===== config.mk =====
export PLATFORM = sky130hd
export DESIGN_NAME = block_transfer_sequencer
export DESIGN_NICKNAME = d
export VERILOG_FILES = /design/src/rtl/bts_pkg.sv /design/src/rtl/block_transfer_sequencer_lsb.sv /design/src/rtl/block_transfer_sequencer.sv
export SDC_FILE = /design/constraint.sdc
export NUM_CORES = 1
export LEC_CHECK = 0
export CAP_MARGIN = 10
export CORE_UTILIZATION = 38
export DETAILED_ROUTE_END_ITERATION = 10
export GPL_TIMING_DRIVEN = 0
export PLACE_DENSITY = 0.82
export SLEW_MARGIN = 20
export SYNTH_ARGS = -nofsm -noshare
export SYNTH_HDL_FRONTEND = slang
export SYNTH_HIERARCHICAL = 1
export SYNTH_SLANG_ARGS = --single-unit

===== constraint.sdc =====
create_clock -name clk_i -period 2.8 [get_ports clk_i]
set_clock_uncertainty 0.05 [all_clocks]
set_input_delay 0.42 -clock clk_i [delete_from_list [all_inputs] [get_ports clk_i]]
set_output_delay 0.42 -clock clk_i [all_outputs]
set_load 0.01 [all_outputs]

===== src/rtl/bts_pkg.sv =====
// Shared types and constants for the block transfer sequencer.
package bts_pkg;

    typedef enum logic [1:0] {
        IDLE  = 2'd0,
        XFER  = 2'd1,
        WBACK = 2'd2,
        DONE  = 2'd3
    } state_t;

    localparam int WORD_BYTES = 4;

endpackage


===== src/rtl/block_transfer_sequencer_lsb.sv =====
// Priority encoder: returns the index of the lowest set bit and whether any bit is set.
module lowest_set_bit #(
    parameter int W  = 16,
    parameter int IW = (W > 1) ? $clog2(W) : 1
) (
    input  logic [W-1:0]  list_i,
    output logic [IW-1:0] idx_o,
    output logic          any_o
);

    always_comb begin
        idx_o = '0;
        for (int i = W - 1; i >= 0; i--) begin
            if (list_i[i]) idx_o = IW'(i);
        end
    end

    assign any_o = |list_i;

endmodule


===== src/rtl/block_transfer_sequencer.sv =====
// LDM/STM increment-after sequencer: one register per memory handshake, lowest index first.
// Base-register writeback is built only when BTS_WRITEBACK_EN is defined.
//
// state | meaning
// IDLE  | waiting for start; latches list, base, direction
// XFER  | first cycle raises mem_req, then one beat per mem_ack
// WBACK | base register update (writeback builds only)
// DONE  | one-cycle completion pulse
module block_transfer_sequencer
    import bts_pkg::*;
#(
    parameter int N = 4,
    parameter int M = 32
) (
    input  logic             clk_i,
    input  logic             rst_i,
    input  logic             start_i,
    input  logic             is_load_i,
    input  logic [2**N-1:0]  reg_list_i,
    input  logic [M-1:0]     base_addr_i,
    input  logic [N-1:0]     base_reg_i,
    output logic [N-1:0]     rf_a1_o,
    input  logic [M-1:0]     rf_rd1_i,
    output logic             rf_we3_o,
    output logic [N-1:0]     rf_a3_o,
    output logic [M-1:0]     rf_wd3_o,
    output logic             mem_req_o,
    output logic             mem_we_o,
    output logic [M-1:0]     mem_addr_o,
    output logic [M-1:0]     mem_wdata_o,
    input  logic [M-1:0]     mem_rdata_i,
    input  logic             mem_ack_i,
    output logic             busy_o,
    output logic             done_o,
    output logic             pc_loaded_o
);

    localparam int W = 2**N;

`ifdef BTS_WRITEBACK_EN
    localparam state_t AFTER_XFER = WBACK;
`else
    localparam state_t AFTER_XFER = DONE;
`endif

    state_t         state_q;
    logic [W-1:0]   pend_q;
    logic [W-1:0]   pend_d;
    logic [M-1:0]   addr_q;
    logic           is_load_q;
    logic           mem_req_q;
    logic           pc_q;
    logic [N-1:0]   idx;
    logic           any;
    logic           beat;
    logic           load_wr;
    logic           unused_ok;

`ifdef BTS_WRITEBACK_EN
    logic [N-1:0]   base_reg_q;
    logic           wb_skip_q;
    logic           wb_wr;
`endif

    lowest_set_bit #(.W(W), .IW(N)) u_lsb (
        .list_i (pend_q),
        .idx_o  (idx),
        .any_o  (any)
    );

    assign beat    = (state_q == XFER) & mem_req_q & mem_ack_i & any;
    assign load_wr = beat & is_load_q;
    assign pend_d  = pend_q & ~(W'(1) << idx);

    always_ff @(posedge clk_i or posedge rst_i) begin
        if (rst_i) begin
            state_q    <= IDLE;
            pend_q     <= '0;
            addr_q     <= '0;
            is_load_q  <= 1'b0;
            mem_req_q  <= 1'b0;
            pc_q       <= 1'b0;
`ifdef BTS_WRITEBACK_EN
            base_reg_q <= '0;
            wb_skip_q  <= 1'b0;
`endif
        end else begin
            case (state_q)
                IDLE: begin
                    if (start_i) begin
                        pend_q     <= reg_list_i;
                        addr_q     <= base_addr_i & ~M'(3);
                        is_load_q  <= is_load_i;
                        pc_q       <= 1'b0;
`ifdef BTS_WRITEBACK_EN
                        base_reg_q <= base_reg_i;
                        wb_skip_q  <= is_load_i & reg_list_i[base_reg_i];
`endif
                        state_q    <= (reg_list_i == '0) ? DONE : XFER;
                    end
                end
                XFER: begin
                    if (!mem_req_q) begin
                        mem_req_q <= 1'b1;
                    end else if (beat) begin
                        pend_q <= pend_d;
                        addr_q <= addr_q + M'(WORD_BYTES);
                        if (is_load_q && (&idx)) pc_q <= 1'b1;
                        if (pend_d == '0) begin
                            mem_req_q <= 1'b0;
                            state_q   <= AFTER_XFER;
                        end
                    end
                end
                WBACK:   state_q <= DONE;
                DONE:    state_q <= IDLE;
                default: state_q <= IDLE;
            endcase
        end
    end

    assign rf_a1_o     = idx;
    assign mem_req_o   = mem_req_q;
    assign mem_we_o    = mem_req_q & ~is_load_q;
    assign mem_addr_o  = addr_q;
    assign mem_wdata_o = mem_req_q ? rf_rd1_i : '0;
    assign busy_o      = (state_q != IDLE);
    assign done_o      = (state_q == DONE);
    assign pc_loaded_o = (state_q == DONE) & pc_q;

`ifdef BTS_WRITEBACK_EN
    // addr_q has advanced once per beat, so it already holds base + 4*count.
    assign wb_wr     = (state_q == WBACK) & ~wb_skip_q;
    assign rf_we3_o  = load_wr | wb_wr;
    assign rf_a3_o   = load_wr ? idx : (wb_wr ? base_reg_q : '0);
    assign rf_wd3_o  = load_wr ? mem_rdata_i : (wb_wr ? addr_q : '0);
    assign unused_ok = ^base_addr_i[1:0];
`else
    assign rf_we3_o  = load_wr;
    assign rf_a3_o   = load_wr ? idx : '0;
    assign rf_wd3_o  = load_wr ? mem_rdata_i : '0;
    assign unused_ok = ^{base_addr_i[1:0], base_reg_i};
`endif

endmodule


After elaboration in Yosys (flattened, before gate mapping)
Index checks and enable logic that the tools add are counted.
{"block": "word_totals", "register_bits": 53, "inputBits": 121, "output_inout_bits": 110, "word_cells": 78}
{"block": "op_classes", "addsub": 1, "n_eq_ne": 8, "shifts": 1, "mux": 41, "bitwise": 9, "n_reduce_logical": 12}
{"operator": "32-bit 2-to-1 mux", "n": 5}
{"operator": "4-bit 2-to-1 mux", "n": 17}
{"operator": "32-bit one-hot mux with 2 select lines", "n": 1}
{"operator": "16-bit 2-to-1 mux", "n": 3}
{"operator": "32-bit by 3-bit adder with 32-bit output, second input constant", "n": 1}
{"operator": "16-bit logical NOT", "n": 2}
{"operator": "16-bit one-hot mux with 2 select lines", "n": 1}
{"operator": "16-bit bitwise AND", "n": 1}
{"operator": "16-bit NOT", "n": 1}
{"operator": "16-bit OR reduction", "n": 1}
{"operator": "1-bit by 4-bit << shifter with 16-bit output, first input constant", "n": 1}
{"operator": "4-bit AND reduction", "n": 3}
{"operator": "2-bit 2-to-1 mux", "n": 5}
{"operator": "2-bit one-hot mux with 4 select lines", "n": 1}
{"operator": "1-bit 2-to-1 mux", "n": 7}
{"operator": "1-bit bitwise AND", "n": 6}
{"operator": "2-bit != test, second input constant", "n": 3}
{"operator": "5-bit AND reduction", "n": 1}
{"operator": "2-bit equality test, second input constant", "n": 2}
{"operator": "2-bit by 1-bit != test with 1-bit output, second input constant", "n": 2}
{"operator": "2-bit nonzero test", "n": 2}
{"operator": "2-bit by 1-bit equality test with 1-bit output, second input constant", "n": 1}
{"operator": "2-bit logical NOT", "n": 1}
{"operator": "1-bit one-hot mux with 2 select lines", "n": 1}
{"operator": "other kinds (3)", "n": 3}

Depth between registers and ports, before layout
Gate-level depths: netlist (run 1).
{"block": "depth", "ltp_word": 24, "mapped_depth": 11, "mapped_depth_nobuf": 10}

Cells and area by module
The synthesis (run 1) kept the hierarchy.
{"module": "block_transfer_sequencer", "n_inst": 1, "cells_each": 435, "area_per_inst_um2": 3590.9, "seq_area_each_um2": 1276.2}
{"module": "lowest_set_bit", "n_inst": 1, "cells_each": 34, "area_per_inst_um2": 176.4, "seq_area_each_um2": 0.0}

Worst setup path before layout (run 1)
Ideal clock, no wire load.
{"block": "synth_path", "kind": "flip-flop to flip-flop", "start": "reg pend_q[14]", "end": "reg state_q[0]", "setup_ns": 0.079, "arrival_time_ns": 2.553, "required_ns": 2.671, "setup_slack_ns": 0.118, "stages_incl_launch_ff": 11, "n_path_buf": 0, "synth_period_minus_slack_ns": 2.682, "path_cell_list": "dfrtp_1 > inv_1 > a21oi_1 > o311a_1 > o22ai_1 > or4bb_1 > a21oi_1 > o22ai_1 > nor4_2 > o21a_2 > mux2i_1"}
{"block": "synth_between", "elab_chain_cells": 21, "elab_cells_between_ends": 24, "cone_classes": "2 x eq/ne; 1 x shift; 15 x mux; 3 x bitwise; 3 x reduce/logical"}
{"item": "start: declaration", "line_no": "block_transfer_sequencer.sv:47", "source": "logic [W-1:0] pend_q;"}
{"item": "start signal: assignment", "line_no": "block_transfer_sequencer.sv:91", "source": "pend_q <= reg_list_i;"}
{"item": "start signal: assignment", "line_no": "block_transfer_sequencer.sv:106", "source": "pend_q <= pend_d;"}
{"item": "4-bit 2-to-1 mux (15 in a row)", "line_no": "block_transfer_sequencer_lsb.sv:14", "source": "if (list_i[i]) idx_o = IW'(i);"}
{"item": "via rf_a1_o[0]", "line_no": "block_transfer_sequencer.sv:22", "source": "output logic [N-1:0] rf_a1_o,"}
{"item": "1-bit by 4-bit << shifter with 16-bit output", "line_no": "block_transfer_sequencer.sv:73", "source": "assign pend_d = pend_q & ~(W'(1) << idx);"}
{"item": "16-bit NOT", "line_no": "block_transfer_sequencer.sv:73"}
{"item": "16-bit bitwise AND", "line_no": "block_transfer_sequencer.sv:73"}
{"item": "16-bit logical NOT", "line_no": "block_transfer_sequencer.sv:109", "source": "if (pend_d == '0) begin"}
{"item": "2-bit by 1-bit != test with 1-bit output (no line)"}
{"item": "4-bit AND reduction (no line)"}
{"item": "end signal: assignment", "line_no": "block_transfer_sequencer.sv:99", "source": "state_q <= (reg_list_i == '0) ? DONE : XFER;"}
{"item": "end: declaration", "line_no": "block_transfer_sequencer.sv:46", "source": "state_t state_q;"}
The timed path passes the listed nets, and every way through them passes these cells.
A chain may end at the register's enable or synchronous reset.

Worst setup path in the final report (run 1)
{"block": "layout_path", "start": "reg pend_q[14]", "end": "reg state_q[1]"}
{"block": "layout_between", "elab_chain_cells": 21, "elab_cells_between_ends": 24, "cone_classes": "2 x eq/ne; 1 x shift; 15 x mux; 3 x bitwise; 3 x reduce/logical"}
{"item": "4-bit 2-to-1 mux (15 in a row)", "line_no": "block_transfer_sequencer_lsb.sv:14"}
{"item": "1-bit by 4-bit << shifter with 16-bit output", "line_no": "block_transfer_sequencer.sv:73"}
{"item": "16-bit NOT", "line_no": "block_transfer_sequencer.sv:73"}
{"item": "16-bit bitwise AND", "line_no": "block_transfer_sequencer.sv:73"}
{"item": "16-bit logical NOT", "line_no": "block_transfer_sequencer.sv:109"}
{"item": "2-bit by 1-bit != test with 1-bit output (no line)"}
{"item": "4-bit AND reduction (no line) (*)"}
Mark *: on every way between the ends. The rest lies on a longest branch, timed or not.

==> report_table.html, run 1 <==
<table>
<tr><th>Metric</th><th>Value</th></tr>
<tr><th colspan="2">STA</th></tr>
<tr><td>Worst Max-Slew Pin Slew</td><td>582 ps</td></tr>
<tr><td>Number of endpoints with negative hold slack in the final report</td><td>0</td></tr>
<tr><td>Fin worst setup slack</td><td>-50.0 ps</td></tr>
<tr><td>Worst-case headroom to the max-slew limit</td><td>0.612</td></tr>
<tr><td>Unrepaired setup endpoints after global routing</td><td>true</td></tr>
<tr><td>Post-route minimum period</td><td>2850 ps</td></tr>
<tr><td>Max frequency</td><td>351 MHz</td></tr>
<tr><td>Total setup violations reported at the end of the flow</td><td>2</td></tr>
<tr><td>Final-report max-slew violation count</td><td>0</td></tr>
<tr><td>Final critical-path share of the clock period</td><td>1.02</td></tr>
<tr><th colspan="2">Clock network</th></tr>
<tr><td>Clock Sinks</td><td>51</td></tr>
<tr><td>Number of buffers created by CTS</td><td>5</td></tr>
<tr><td>Latest clock arrival within the worst-skew pair</td><td>300 ps</td></tr>
<tr><td>CTS root buffer</td><td>sky130_fd_sc_hd__clkbuf_8</td></tr>
<tr><td>Worst-path clk slew</td><td>90 ps</td></tr>
<tr><td>Clock H-tree levels</td><td>2</td></tr>
<tr><td>Hold Buf Count CTS</td><td>0</td></tr>
<tr><td>TritonCTS clock tree</td><td>built</td></tr>
<tr><td>Number of buffers between clock root and the deepest sink</td><td>2</td></tr>
<tr><th colspan="2">Worst setup path</th></tr>
<tr><td>Capture instance of the worst register-to-register path</td><td>state_q[1]</td></tr>
<tr><td>Data required time of the worst path</td><td>2980 ps</td></tr>
<tr><td>Setup slack of the worst register-to-register path</td><td>-50 ps</td></tr>
<tr><td>Data arrival time of the critical path</td><td>3030 ps</td></tr>
<tr><td>Crit path kind</td><td>reg -&gt; reg</td></tr>
<tr><td>Startpoint types</td><td>flop</td></tr>
<tr><td>Kind of end point of the critical path</td><td>flop</td></tr>
<tr><td>Launch point of the worst reg-to-reg path</td><td>pend_q[14]</td></tr>
<tr><td>FF-to-FF path depth</td><td>11</td></tr>
<tr><td>Largest fanout on the critical path</td><td>10</td></tr>
<tr><th colspan="2">Status</th></tr>
<tr><td>Failing checks</td><td>setup timing</td></tr>
<tr><td>Status</td><td>finished with violations</td></tr>
<tr><th colspan="2">Route</th></tr>
<tr><td>Total via count after detailed routing</td><td>4,668</td></tr>
<tr><td>Number of nets still failing antenna checks after routing</td><td>0</td></tr>
<tr><td>Routed via count divided by cell count</td><td>5.55</td></tr>
<tr><td>Number of DRC markers after the initial detailed-route iteration</td><td>423</td></tr>
<tr><td>Number of DRC violations after detailed routing</td><td>0</td></tr>
<tr><td>WL final</td><td>15.0 mm</td></tr>
<tr><td>Routed length per instance</td><td>17.8 microns</td></tr>
<tr><td>Number of detailed-routing iterations run before antenna repair</td><td>6</td></tr>
<tr><th colspan="2">Floorplanning</th></tr>
<tr><td>X dimension of the die</td><td>102 microns</td></tr>
<tr><td>Number of rows in the core area</td><td>35</td></tr>
<tr><td>Area of the die</td><td>0.0103 sq mm</td></tr>
<tr><td>Area inside the core boundary</td><td>0.00942 sq mm</td></tr>
<tr><td>Total I/O pin count</td><td>231</td></tr>
<tr><td>Y dimension of the die</td><td>102 microns</td></tr>
<tr><td>Initial Utilization</td><td>0.400</td></tr>
<tr><th colspan="2">Flow run</th></tr>
<tr><td>Max Cap Violations</td><td>0</td></tr>
<tr><th colspan="2">Worst hold path</th></tr>
<tr><td>Worst hold-check path type</td><td>in -&gt; async</td></tr>
<tr><th colspan="2">Logic synthesis</th></tr>
<tr><td>Post-synthesis share of cell area spent on xor and xnor gates</td><td>0</td></tr>
<tr><td>Cells after synthesis</td><td>469</td></tr>
<tr><td>Post-synth EDFFs</td><td>0</td></tr>
<tr><td>Synth Register Bits</td><td>51</td></tr>
<tr><td>Syn avg cell area</td><td>8.03 sq um</td></tr>
<tr><td>Fraction of synthesized area in multiplexers</td><td>0.0322</td></tr>
<tr><td>Main combinational cell family by area after synthesis</td><td>simple AND/OR/NAND/NOR gates</td></tr>
<tr><td>Synth Area in Compound Gates</td><td>0.222</td></tr>
<tr><td>Arithmetic-cell share of the synthesized area counting full adders, half adders and majority gates</td><td>0.0166</td></tr>
<tr><td>Number of different library cells in the post-synthesis netlist</td><td>57</td></tr>
<tr><td>Synthesis Warnings</td><td>6</td></tr>
<tr><td>Async S/R FF share, synth</td><td>1.00</td></tr>
<tr><td>Seq/Total Area, Yosys</td><td>0.339</td></tr>
<tr><td>Leading register cell type out of synthesis</td><td>sky130_fd_sc_hd__dfrtp_1</td></tr>
<tr><td>Area of the mapped netlist</td><td>0.00377 sq mm</td></tr>
<tr><td>Simple-gate area share of the yosys netlist</td><td>0.345</td></tr>
<tr><th colspan="2">Power and ir drop</th></tr>
<tr><td>Sum of internal, switching and leakage power</td><td>6.15 mW</td></tr>
<tr><td>Maximum vdd ir drop</td><td>0.483 mV</td></tr>
<tr><td>Pleak</td><td>2.63 nW</td></tr>
<tr><td>Areal power density over the cells</td><td>963 mW/mm^2</td></tr>
<tr><th colspan="2">Cells and area</th></tr>
<tr><td>Diodes inserted</td><td>0</td></tr>
<tr><td>Area of the multi-input gates</td><td>0.00250 sq mm</td></tr>
<tr><td>Area occupied by registers</td><td>0.00128 sq mm</td></tr>
<tr><td>Commonest cells after routing, fill and taps aside</td><td>sky130_fd_sc_hd__clkdlybuf4s50_1 (185), sky130_fd_sc_hd__and2_1 (68), sky130_fd_sc_hd__nand2_1 (49)</td></tr>
<tr><td>Layout area overhead</td><td>69.6%</td></tr>
<tr><td>Proportion of layout cells with a drive suffix above 1</td><td>0.169</td></tr>
<tr><td>Number of nets in the finished design</td><td>839</td></tr>
<tr><td>Filler cell count</td><td>819</td></tr>
<tr><td>Most frequent standard cell in the layout excluding fill and tap cells</td><td>sky130_fd_sc_hd__clkdlybuf4s50_1</td></tr>
<tr><th colspan="2">GRT</th></tr>
<tr><td>M1 GR Usage</td><td>0.377</td></tr>
<tr><td>Number of antenna violations at the first check in global routing</td><td>0</td></tr>
<tr><td>Via count of the first global-routing pass</td><td>4,487</td></tr>
<tr><td>Global-route met3 utilization</td><td>0.0386</td></tr>
<tr><td>Pin count of the biggest net entering global routing</td><td>35</td></tr>
<tr><td>Global routing's busiest layer</td><td>met2</td></tr>
<tr><td>GRT overflow</td><td>0</td></tr>
<tr><td>Met2 track utilization from global routing</td><td>0.496</td></tr>
<tr><td>Total Routing Usage GR</td><td>0.284</td></tr>
<tr><td>Wire length of the first global-routing pass</td><td>23.0 mm</td></tr>
<tr><th colspan="2">Place</th></tr>
<tr><td>Final Wtd Congestion</td><td>0.950</td></tr>
<tr><td>Dpl hpwl</td><td>11.5 mm</td></tr>
<tr><td>Count of input and output buffers</td><td>222</td></tr>
<tr><td>Worst setup slack after placement</td><td>-498 ps</td></tr>
</table>
==> sequential cells by signal, summed over array words and instances, names as in the netlist <==
register,count
state_q,2
pc_q,1
mem_req_o,1
pend_q,16
is_load_q,1
mem_addr_o,30
==> timing repair <==
item,4_1_cts,5_1_grt
resized for setup,69,105
setup buffers,7,6
pin swaps,8,13
endpoints found under the hold margin,0,0
endpoints found under the setup margin,49,73
==> cell usage after synthesis, types with 3 or more instances <==
cell type / number / area (sq um)
sky130_fd_sc_hd__and3_1: 6 / 37.5
sky130_fd_sc_hd__buf_2: 5 / 25.0
sky130_fd_sc_hd__nand2_1: 50 / 188
sky130_fd_sc_hd__dfrtp_1: 51 / 1280
sky130_fd_sc_hd__nand4bb_1: 3 / 33.8
sky130_fd_sc_hd__and2_1: 68 / 425
sky130_fd_sc_hd__o22ai_1: 24 / 150
sky130_fd_sc_hd__a22o_1: 16 / 140
sky130_fd_sc_hd__nand3_1: 23 / 115
sky130_fd_sc_hd__nand2b_1: 4 / 25.0
sky130_fd_sc_hd__or3_1: 3 / 18.8
sky130_fd_sc_hd__nor4_1: 7 / 43.8
sky130_fd_sc_hd__mux2i_1: 11 / 110
sky130_fd_sc_hd__inv_1: 10 / 37.5
sky130_fd_sc_hd__nor2_1: 22 / 82.6
sky130_fd_sc_hd__a21oi_1: 36 / 180
sky130_fd_sc_hd__nor3_1: 12 / 60.1
sky130_fd_sc_hd__clkbuf_1: 20 / 75.1
sky130_fd_sc_hd__nand4_1: 8 / 50.1
sky130_fd_sc_hd__ha_1: 5 / 62.6
sky130_fd_sc_hd__o21ai_0: 23 / 115
sky130_fd_sc_hd__nand4b_1: 3 / 26.3
sky130_fd_sc_hd__o21ai_1: 5 / 25.0
sky130_fd_sc_hd__a31oi_1: 5 / 31.3
sky130_fd_sc_hd__a22oi_1: 7 / 52.6
sky130_fd_sc_hd__a21o_1: 3 / 22.5
==> final cells by class <==
| class | count | area share |
|---|---|---|
| Buffer | 28 | 0.0262 |
| Tap cell | 129 | 0.0253 |
| Inverter | 11 | 0.00646 |
| Multi-Input combinational cell | 380 | 0.391 |
| Sequential cell | 51 | 0.201 |
| Timing Repair Buffer | 236 | 0.339 |
| Clock buffer | 6 | 0.0114 |
==> routing by layer <==
metal  part of all wire  up-vias
li1                   -     2201
met5                  0        -
met4              0.011        0
met1               0.41     2201
met2               0.50      245
met3              0.077       21
==> stage by stage <==
step	cells	instance area, sq um	hold slack (ps)	utilization	setup TNS [ps]
floorplan	470	3770	404	-	0
global placement	821	6150	455	0.654	-14460
detailed placement	822	6170	446	0.656	-15750
CTS	835	6350	385	0.675	-42.5
global route	841	6390	419	0.679	-271
finish	841	6390	365	0.679	-98.3
==> how the worst max path moves through the flow <==
| stage | start | endpoint |
|---|---|---|
| global route | pend_q[14] | state_q[1] |
| floorplan | pend_q[14] | state_q[0] |
| detailed placement | mem_ack_i | rf_wd3_o[14] |
| CTS | pend_q[15] | state_q[1] |
| global placement | mem_ack_i | rf_wd3_o[15] |
| finish | pend_q[14] | state_q[1] |
==> where the power goes <==
part	internal [mW]	switching [mW]
Clock	0.168	0.234
Combinational	1.98	2.09
Sequential	1.10	0.579
==> kinds of logic (layout without fill, tap and decap cells) <==
| group | count (synthesis) | count (layout) |
|---|---|---|
| AO/OA/AOI/OAI | 133 | 133 |
| AND/OR/NAND/NOR | 228 | 228 |
| adder cells (fa/ha/maj) | 5 | 5 |
| buffers and inverters | 39 | 281 |
| other | 1 | 2 |
| multiplexers | 12 | 12 |
| flip-flops | 51 | 51 |
==> critical path, stage by stage, from the launching register on <==
cell,delay [ps]
sky130_fd_sc_hd__dfrtp_1,430
sky130_fd_sc_hd__buf_6,140
sky130_fd_sc_hd__nor4_4,320
sky130_fd_sc_hd__o21ai_1,110
sky130_fd_sc_hd__and3_4,210
sky130_fd_sc_hd__clkbuf_4,200
sky130_fd_sc_hd__or2_2,340
sky130_fd_sc_hd__nor3_2,170
sky130_fd_sc_hd__o22ai_2,120
sky130_fd_sc_hd__nor4_4,330
sky130_fd_sc_hd__o21a_2,190
sky130_fd_sc_hd__mux2i_1,180
(Power assumes the default switching activity.)
==> inputs of run 2 (changes only) <==
- ABC_AREA: default -> 1
- CORE_UTILIZATION: 38 -> 39
- PLACE_DENSITY: 0.82 -> 0.81
==> report_table.html, run 2 <==
<table>
<tr><th>Metric</th><th>Value</th></tr>
<tr><th colspan="2">Floorplanning</th></tr>
<tr><td>Area inside the core boundary</td><td>0.0103 sq mm</td></tr>
<tr><td>Initial Utilization</td><td>0.399</td></tr>
<tr><td>Area of the die</td><td>0.0109 sq mm</td></tr>
<tr><td>X dimension of the die</td><td>105 microns</td></tr>
<tr><td>Total I/O pin count</td><td>231</td></tr>
<tr><td>Number of rows in the core area</td><td>37</td></tr>
<tr><td>Y dimension of the die</td><td>105 microns</td></tr>
<tr><th colspan="2">GRT</th></tr>
<tr><td>Number of antenna violations at the first check in global routing</td><td>0</td></tr>
<tr><td>Wire length of the first global-routing pass</td><td>23.7 mm</td></tr>
<tr><td>Pin count of the biggest net entering global routing</td><td>34</td></tr>
<tr><td>Total Routing Usage GR</td><td>0.269</td></tr>
<tr><td>Via count of the first global-routing pass</td><td>4,680</td></tr>
<tr><td>GRT overflow</td><td>0</td></tr>
<tr><th colspan="2">Worst setup path</th></tr>
<tr><td>Kind of end point of the critical path</td><td>output pin</td></tr>
<tr><td>Largest fanout on the critical path</td><td>10</td></tr>
<tr><td>Data required time of the worst path</td><td>2330 ps</td></tr>
<tr><td>Crit path kind</td><td>reg -&gt; out</td></tr>
<tr><td>FF-to-FF path depth</td><td>20</td></tr>
<tr><td>Startpoint types</td><td>flop</td></tr>
<tr><td>Data arrival time of the critical path</td><td>2270 ps</td></tr>
<tr><th colspan="2">Cells and area</th></tr>
<tr><td>Number of flip-flops under the largest register name</td><td>30</td></tr>
<tr><td>Area of the multi-input gates</td><td>0.00227 sq mm</td></tr>
<tr><td>Area occupied by registers</td><td>0.00128 sq mm</td></tr>
<tr><td>Post-Route Utilization</td><td>0.669</td></tr>
<tr><td>Diodes inserted</td><td>0</td></tr>
<tr><td>Proportion of layout cells with a drive suffix above 1</td><td>0.105</td></tr>
<tr><td>Most frequent standard cell in the layout excluding fill and tap cells</td><td>sky130_fd_sc_hd__clkdlybuf4s50_1</td></tr>
<tr><td>Post-Layout Inst Area</td><td>0.00687 sq mm</td></tr>
<tr><td>Final Instance Count excl. Fillers</td><td>1,040</td></tr>
<tr><td>Commonest cells after routing, fill and taps aside</td><td>sky130_fd_sc_hd__clkdlybuf4s50_1 (185), sky130_fd_sc_hd__nand2_1 (147), sky130_fd_sc_hd__inv_1 (116)</td></tr>
<tr><td>Number of nets in the finished design</td><td>1,029</td></tr>
<tr><td>Layout area overhead</td><td>67.5%</td></tr>
<tr><td>Filler cell count</td><td>905</td></tr>
<tr><th colspan="2">Logic synthesis</th></tr>
<tr><td>Cell type with the largest total area after synthesis</td><td>sky130_fd_sc_hd__dfrtp_1</td></tr>
<tr><td>Seq/Total Area, Yosys</td><td>0.311</td></tr>
<tr><td>Synth Register Bits</td><td>51</td></tr>
<tr><td>Syn avg cell area</td><td>6.24 sq um</td></tr>
<tr><td>Area of the mapped netlist</td><td>0.00410 sq mm</td></tr>
<tr><td>Leading register cell type out of synthesis</td><td>sky130_fd_sc_hd__dfrtp_1</td></tr>
<tr><td>Post-synth EDFFs</td><td>0</td></tr>
<tr><td>Area share of the largest cell type after synthesis</td><td>0.311</td></tr>
<tr><td>Synth top area cells</td><td>sky130_fd_sc_hd__dfrtp_1 (31%), sky130_fd_sc_hd__nand2_1 (14%), sky130_fd_sc_hd__inv_1 (11%)</td></tr>
<tr><td>Post-synth top cells</td><td>sky130_fd_sc_hd__nand2_1 (148), sky130_fd_sc_hd__inv_1 (118), sky130_fd_sc_hd__nor2_1 (103), sky130_fd_sc_hd__dfrtp_1 (51), sky130_fd_sc_hd__nand3_1 (33)</td></tr>
<tr><td>Cells after synthesis</td><td>658</td></tr>
<tr><td>Async S/R FF share, synth</td><td>1.00</td></tr>
<tr><td>Number of different library cells in the post-synthesis netlist</td><td>45</td></tr>
<tr><td>Synthesis Warnings</td><td>6</td></tr>
<tr><td>Top-count cell post-synth</td><td>sky130_fd_sc_hd__nand2_1</td></tr>
<tr><th colspan="2">Route</th></tr>
<tr><td>Number of nets still failing antenna checks after routing</td><td>0</td></tr>
<tr><td>Number of detailed-routing iterations run before antenna repair</td><td>5</td></tr>
<tr><td>Routed length per instance</td><td>14.7 microns</td></tr>
<tr><td>Number of DRC violations after detailed routing</td><td>0</td></tr>
<tr><td>Number of DRC markers after the initial detailed-route iteration</td><td>437</td></tr>
<tr><td>WL final</td><td>15.3 mm</td></tr>
<tr><td>Routed via count divided by cell count</td><td>4.98</td></tr>
<tr><td>Total via count after detailed routing</td><td>5,179</td></tr>
<tr><th colspan="2">STA</th></tr>
<tr><td>Fin worst setup slack</td><td>58.3 ps</td></tr>
<tr><td>Number of endpoints with negative hold slack in the final report</td><td>0</td></tr>
<tr><td>Worst-case headroom to the max-slew limit</td><td>0.652</td></tr>
<tr><td>Max frequency</td><td>365 MHz</td></tr>
<tr><td>Unrepaired setup endpoints after global routing</td><td>true</td></tr>
<tr><td>Final critical-path share of the clock period</td><td>0.979</td></tr>
<tr><td>Worst Max-Slew Pin Slew</td><td>522 ps</td></tr>
<tr><td>Post-route minimum period</td><td>2740 ps</td></tr>
<tr><td>Total setup violations reported at the end of the flow</td><td>0</td></tr>
<tr><td>Final-report max-slew violation count</td><td>0</td></tr>
<tr><th colspan="2">Power and ir drop</th></tr>
<tr><td>Clock Power Share</td><td>0.099</td></tr>
<tr><td>Int Power</td><td>3.35 mW</td></tr>
<tr><td>Areal power density over the cells</td><td>928 mW/mm^2</td></tr>
<tr><td>Fraction of power consumed by sequential logic</td><td>0.248</td></tr>
<tr><td>Combinational fraction of design power</td><td>0.653</td></tr>
<tr><td>Pleak</td><td>3.52 nW</td></tr>
<tr><td>Share of total power consumed by net switching</td><td>0.475</td></tr>
<tr><td>P_sw</td><td>3.03 mW</td></tr>
<tr><td>Maximum vdd ir drop</td><td>0.552 mV</td></tr>
<tr><th colspan="2">Flow run</th></tr>
<tr><td>Max Cap Violations</td><td>0</td></tr>
<tr><th colspan="2">Clock network</th></tr>
<tr><td>TritonCTS clock tree</td><td>built</td></tr>
<tr><td>Worst-path clk slew</td><td>110 ps</td></tr>
<tr><td>CTS root buffer</td><td>sky130_fd_sc_hd__clkbuf_8</td></tr>
<tr><td>Clock H-tree levels</td><td>2</td></tr>
<tr><td>Number of buffers between clock root and the deepest sink</td><td>2</td></tr>
<tr><td>Latest clock arrival within the worst-skew pair</td><td>320 ps</td></tr>
<tr><td>Clock Sinks</td><td>51</td></tr>
<tr><td>Hold Buf Count CTS</td><td>0</td></tr>
<tr><td>Number of buffers created by CTS</td><td>5</td></tr>
<tr><th colspan="2">Place</th></tr>
<tr><td>Final Wtd Congestion</td><td>0.953</td></tr>
<tr><td>Dpl hpwl</td><td>11.8 mm</td></tr>
<tr><td>Count of input and output buffers</td><td>222</td></tr>
<tr><td>Cell Area, Placed</td><td>0.00652 sq mm</td></tr>
<tr><td>Worst setup slack after placement</td><td>-297 ps</td></tr>
<tr><td>Post-Place Cells</td><td>1,018</td></tr>
<tr><th colspan="2">Status</th></tr>
<tr><td>Status</td><td>finished clean</td></tr>
<tr><th colspan="2">Worst hold path</th></tr>
<tr><td>Worst hold-check path type</td><td>in -&gt; async</td></tr>
</table>
==> run 2: changes by cell type after synthesis, sizes merged, moves of 12 or more <==
cell    before  now
inv         11  132
nor2        24  110
a22o        16    1
and2        69    1
clkbuf      20    8
nand2       50  151
==> run 2: metrics by stage <==
step	TNS, ps	total power [mW]	hold slack [ps]
3_3_place_gp	-5690	5.41	465
2_1_floorplan	0	3.75	440
4_1_cts	0	6.24	376
3_5_place_dp	-6590	5.50	464
6_report	0	6.38	366
5_1_grt	-1000	6.83	400
==> run 2: power groups by stage <==
| stage | combinational, mW | clock [mW] | sequential [mW] |
|---|---|---|---|
| 6_report | 4.16 | 0.631 | 1.58 |
| 5_1_grt | 4.54 | 0.666 | 1.62 |
| 4_1_cts | 4.05 | 0.632 | 1.55 |
| 3_5_place_dp | 3.93 | 0 | 1.56 |
| 3_3_place_gp | 3.84 | 0 | 1.57 |
| 2_1_floorplan | 2.21 | 0 | 1.54 |
==> run 2: logic make-up (layout without fill, tap and decap cells) <==
logic type / Yosys count / count (layout) / synth area share
AND/OR/NAND/NOR: 331 / 331 / 0.348
buffers and inverters: 159 / 404 / 0.159
AO/OA/AOI/OAI: 104 / 104 / 0.151
flip-flops: 51 / 51 / 0.311
XOR/XNOR: 7 / 7 / 0.0149
adder cells (fa/ha/maj): 5 / 5 / 0.0152
other: 1 / 2 / 0.000914
==> run 2: routing by layer <==
metal	wire, microns	track usage
met1	6530	0.352
met2	7410	0.459
met3	1120	0.0381
met4	257	0.0755
met5	0	0
==> run 2: worst paths after layout <==
path	startpoint	endpoint	slack, ps
max reg2reg	pend_q[14]	state_q[1]	230
max in group asynchronous	rst_i	pend_q[12]	1800
max	pend_q[9]	rf_wd3_o[27]	60
min reg2reg	pc_q	pc_q	480
min	rst_i	mem_addr_o[23]	370
min in group clk_i	pc_q	pc_q	480
==> run 2: critical path, cell delays in order (launching register included) <==
cell,delay [ps]
sky130_fd_sc_hd__dfrtp_1,420
sky130_fd_sc_hd__inv_2,80
sky130_fd_sc_hd__nand4_1,180
sky130_fd_sc_hd__nor4_4,360
sky130_fd_sc_hd__nand2_1,140
sky130_fd_sc_hd__nand4_2,150
sky130_fd_sc_hd__nor2_4,50
sky130_fd_sc_hd__clkinv_4,80
sky130_fd_sc_hd__clkbuf_8,160
sky130_fd_sc_hd__nor2_1,40
sky130_fd_sc_hd__dlygate4sd2_1,280
==> run 2: timing repair <==
item,CTS,global route
gates resized for setup,52,35
buffers inserted,7,7
pin swaps,4,3
setup endpoints to repair,37,39
==> run 2: final cells by class <==
| cell class | count | area share |
|---|---|---|
| plain buffers | 26 | 0.0286 |
| clock buffers | 5 | 0.0100 |
| clock inverters | 3 | 0.00983 |
| inverters | 133 | 0.0737 |
| multi-input cells | 449 | 0.330 |
| flip-flops and latches | 51 | 0.186 |
| well taps | 136 | 0.0248 |
| repair buffers | 237 | 0.337 |
==> inputs of run 3 (changes only) <==
- CTS_BUF_LIST: default -> sky130_fd_sc_hd__clkbuf_16
==> report_table.html, run 3 (same netlist as run 2, synthesis figures left out) <==
<table>
<tr><th>Metric</th><th>Value</th></tr>
<tr><th colspan="2">Status</th></tr>
<tr><td>Status</td><td>finished clean</td></tr>
<tr><th colspan="2">Clock network</th></tr>
<tr><td>Clock H-tree levels</td><td>2</td></tr>
<tr><td>Number of buffers between clock root and the deepest sink</td><td>2</td></tr>
<tr><td>TritonCTS clock tree</td><td>built</td></tr>
<tr><td>CTS root buffer</td><td>sky130_fd_sc_hd__clkbuf_16</td></tr>
<tr><td>Hold Buf Count CTS</td><td>0</td></tr>
<tr><td>Worst-path clk slew</td><td>70 ps</td></tr>
<tr><td>Latest clock arrival within the worst-skew pair</td><td>290 ps</td></tr>
<tr><td>Clock Sinks</td><td>51</td></tr>
<tr><td>Number of buffers created by CTS</td><td>5</td></tr>
<tr><th colspan="2">Route</th></tr>
<tr><td>Detailed-routing wirelength on met1</td><td>6.36 mm</td></tr>
<tr><td>Routed length on met3</td><td>1.29 mm</td></tr>
<tr><td>Number of DRC markers after the initial detailed-route iteration</td><td>393</td></tr>
<tr><td>Routed via count divided by cell count</td><td>5.05</td></tr>
<tr><td>Total via count after detailed routing</td><td>5,212</td></tr>
<tr><td>Number of detailed-routing iterations run before antenna repair</td><td>5</td></tr>
<tr><td>Met2 wire len</td><td>7.25 mm</td></tr>
<tr><td>WL final</td><td>15.2 mm</td></tr>
<tr><td>Number of nets still failing antenna checks after routing</td><td>0</td></tr>
<tr><td>Uppermost layer routed</td><td>met4</td></tr>
<tr><td>Routed length per instance</td><td>14.7 microns</td></tr>
<tr><td>Number of DRC violations after detailed routing</td><td>0</td></tr>
<tr><th colspan="2">GRT</th></tr>
<tr><td>Via count of the first global-routing pass</td><td>4,698</td></tr>
<tr><td>Total Routing Usage GR</td><td>0.269</td></tr>
<tr><td>Number of antenna violations at the first check in global routing</td><td>0</td></tr>
<tr><td>GRT overflow</td><td>0</td></tr>
<tr><td>Wire length of the first global-routing pass</td><td>23.7 mm</td></tr>
<tr><td>Pin count of the biggest net entering global routing</td><td>34</td></tr>
<tr><th colspan="2">Worst setup path</th></tr>
<tr><td>WP buf/inv</td><td>4</td></tr>
<tr><td>Cell with the largest stage delay on the worst path</td><td>sky130_fd_sc_hd__clkdlybuf4s50_1</td></tr>
<tr><td>Critical-path cell list</td><td>inv_1, nand2_1, nor3_1, inv_1, nor2_1, nand2_1, nand4_2, nor2_4, inv_4, nor2_1, clkdlybuf4s50_1</td></tr>
<tr><td>Kind of end point of the critical path</td><td>output pin</td></tr>
<tr><td>Largest fanout on the critical path</td><td>5</td></tr>
<tr><td>Crit path kind</td><td>reg -&gt; out</td></tr>
<tr><td>Data arrival time of the critical path</td><td>2200 ps</td></tr>
<tr><td>CP delay by family, top</td><td>buffers and inverters</td></tr>
<tr><td>Data required time of the worst path</td><td>2330 ps</td></tr>
<tr><td>Startpoint types</td><td>flop</td></tr>
<tr><td>Peak per-stage delay on the critical path</td><td>560 ps</td></tr>
<tr><th colspan="2">Power and ir drop</th></tr>
<tr><td>Maximum vdd ir drop</td><td>0.550 mV</td></tr>
<tr><td>Pleak</td><td>3.50 nW</td></tr>
<tr><td>Sum of internal, switching and leakage power</td><td>6.44 mW</td></tr>
<tr><td>Areal power density over the cells</td><td>943 mW/mm^2</td></tr>
<tr><th colspan="2">Cells and area</th></tr>
<tr><td>Diodes inserted</td><td>0</td></tr>
<tr><td>Post-Route Utilization</td><td>0.665</td></tr>
<tr><td>Proportion of layout cells with a drive suffix above 1</td><td>0.0893</td></tr>
<tr><td>Number of nets in the finished design</td><td>1,021</td></tr>
<tr><td>Filler cell count</td><td>922</td></tr>
<tr><td>Most frequent standard cell in the layout excluding fill and tap cells</td><td>sky130_fd_sc_hd__clkdlybuf4s50_1</td></tr>
<tr><td>Layout area overhead</td><td>66.5%</td></tr>
<tr><td>Commonest cells after routing, fill and taps aside</td><td>sky130_fd_sc_hd__clkdlybuf4s50_1 (186), sky130_fd_sc_hd__nand2_1 (148), sky130_fd_sc_hd__inv_1 (116)</td></tr>
<tr><td>Number of flip-flops under the largest register name</td><td>30</td></tr>
<tr><th colspan="2">STA</th></tr>
<tr><td>Unrepaired setup endpoints after global routing</td><td>true</td></tr>
<tr><td>Total setup violations reported at the end of the flow</td><td>0</td></tr>
<tr><td>Max frequency</td><td>375 MHz</td></tr>
<tr><td>Worst-case headroom to the max-slew limit</td><td>0.644</td></tr>
<tr><td>Number of endpoints with negative hold slack in the final report</td><td>0</td></tr>
<tr><td>Post-route minimum period</td><td>2670 ps</td></tr>
<tr><td>Worst Max-Slew Pin Slew</td><td>535 ps</td></tr>
<tr><td>Final critical-path share of the clock period</td><td>0.952</td></tr>
<tr><td>Final-report max-slew violation count</td><td>0</td></tr>
<tr><th colspan="2">Place</th></tr>
<tr><td>Count of input and output buffers</td><td>222</td></tr>
<tr><td>Final Wtd Congestion</td><td>0.953</td></tr>
<tr><td>Dpl hpwl</td><td>11.8 mm</td></tr>
<tr><th colspan="2">Worst hold path</th></tr>
<tr><td>Worst hold-check path type</td><td>in -&gt; async</td></tr>
<tr><th colspan="2">Floorplanning</th></tr>
<tr><td>Y dimension of the die</td><td>105 microns</td></tr>
<tr><td>Total I/O pin count</td><td>231</td></tr>
<tr><td>X dimension of the die</td><td>105 microns</td></tr>
<tr><td>Initial Utilization</td><td>0.399</td></tr>
<tr><td>Area of the die</td><td>0.0109 sq mm</td></tr>
<tr><td>Area inside the core boundary</td><td>0.0103 sq mm</td></tr>
<tr><td>Number of rows in the core area</td><td>37</td></tr>
<tr><th colspan="2">Flow run</th></tr>
<tr><td>Max Cap Violations</td><td>0</td></tr>
</table>
run 3: worst register-to-register path: cells and delay by family (launching register included):
| kind | cells | cell delay, ps |
|---|---|---|
| AOI/OAI and AO/OA | 2 | 350 |
| buffers and inverters | 3 | 310 |
| DFF | 1 | 410 |
| and+or+nand+nor | 15 | 1390 |
run 3: stage by stage:
| step | setup TNS, ps | instances | hold slack (ps) | setup slack [ps] | area, sq um |
|---|---|---|---|---|---|
| after global placement | -5690 | 1017 | 465 | -261 | 6500 |
| after global routing | -267 | 1032 | 435 | -121 | 6830 |
| after floorplan | 0 | 659 | 440 | 474 | 4110 |
| final | 0 | 1032 | 396 | 133 | 6830 |
| after CTS | -64.5 | 1029 | 411 | -52.8 | 6760 |
| after detailed placement | -6590 | 1018 | 464 | -297 | 6520 |
run 3: layout make-up:
class	count	area, sq um	share of cell area
inverters	133	502	0.0734
clock inverters	3	67.6	0.00989
repair buffers	229	2250	0.330
multi-input cells	449	2240	0.328
flip-flops and latches	51	1280	0.187
plain buffers	26	194	0.0284
well taps	136	170	0.0249
clock buffers	5	125	0.0183
run 3: what timing repair did:
action                     4_1_cts  5_1_grt
gates cloned                     0        0
setup endpoints to repair       37        7
pin swaps                        4        1
setup buffers                    3        3
resized for setup               49       17
run 3: metal layers:
metal  global-route usage  vias up
li1                     -     2552
met1                0.354     2334
met4               0.0735        0
met2                0.459      291
met5                    0        -
met3               0.0374       35
run 3: where the power goes:
part	internal [mW]	switching, mW	leakage, nW	total (mW)
sequential	1.11	0.481	0.594	1.59
clock	0.513	0.290	0.0900	0.802
combinational	1.81	2.24	2.81	4.05
run 3: path summary, 6_finish.rpt:
kind                       startpoint              to  slack [ps]  depth (start not counted)
max                         pend_q[3]     rf_wd3_o[0]         130                         11
min                             rst_i  mem_addr_o[23]         400                          2
max reg2reg                pend_q[14]      state_q[1]         180                         20
min reg2reg                      pc_q            pc_q         470                          2
max in group asynchronous       rst_i      pend_q[12]        1770                          3
min in group clk_i               pc_q            pc_q         470                          2
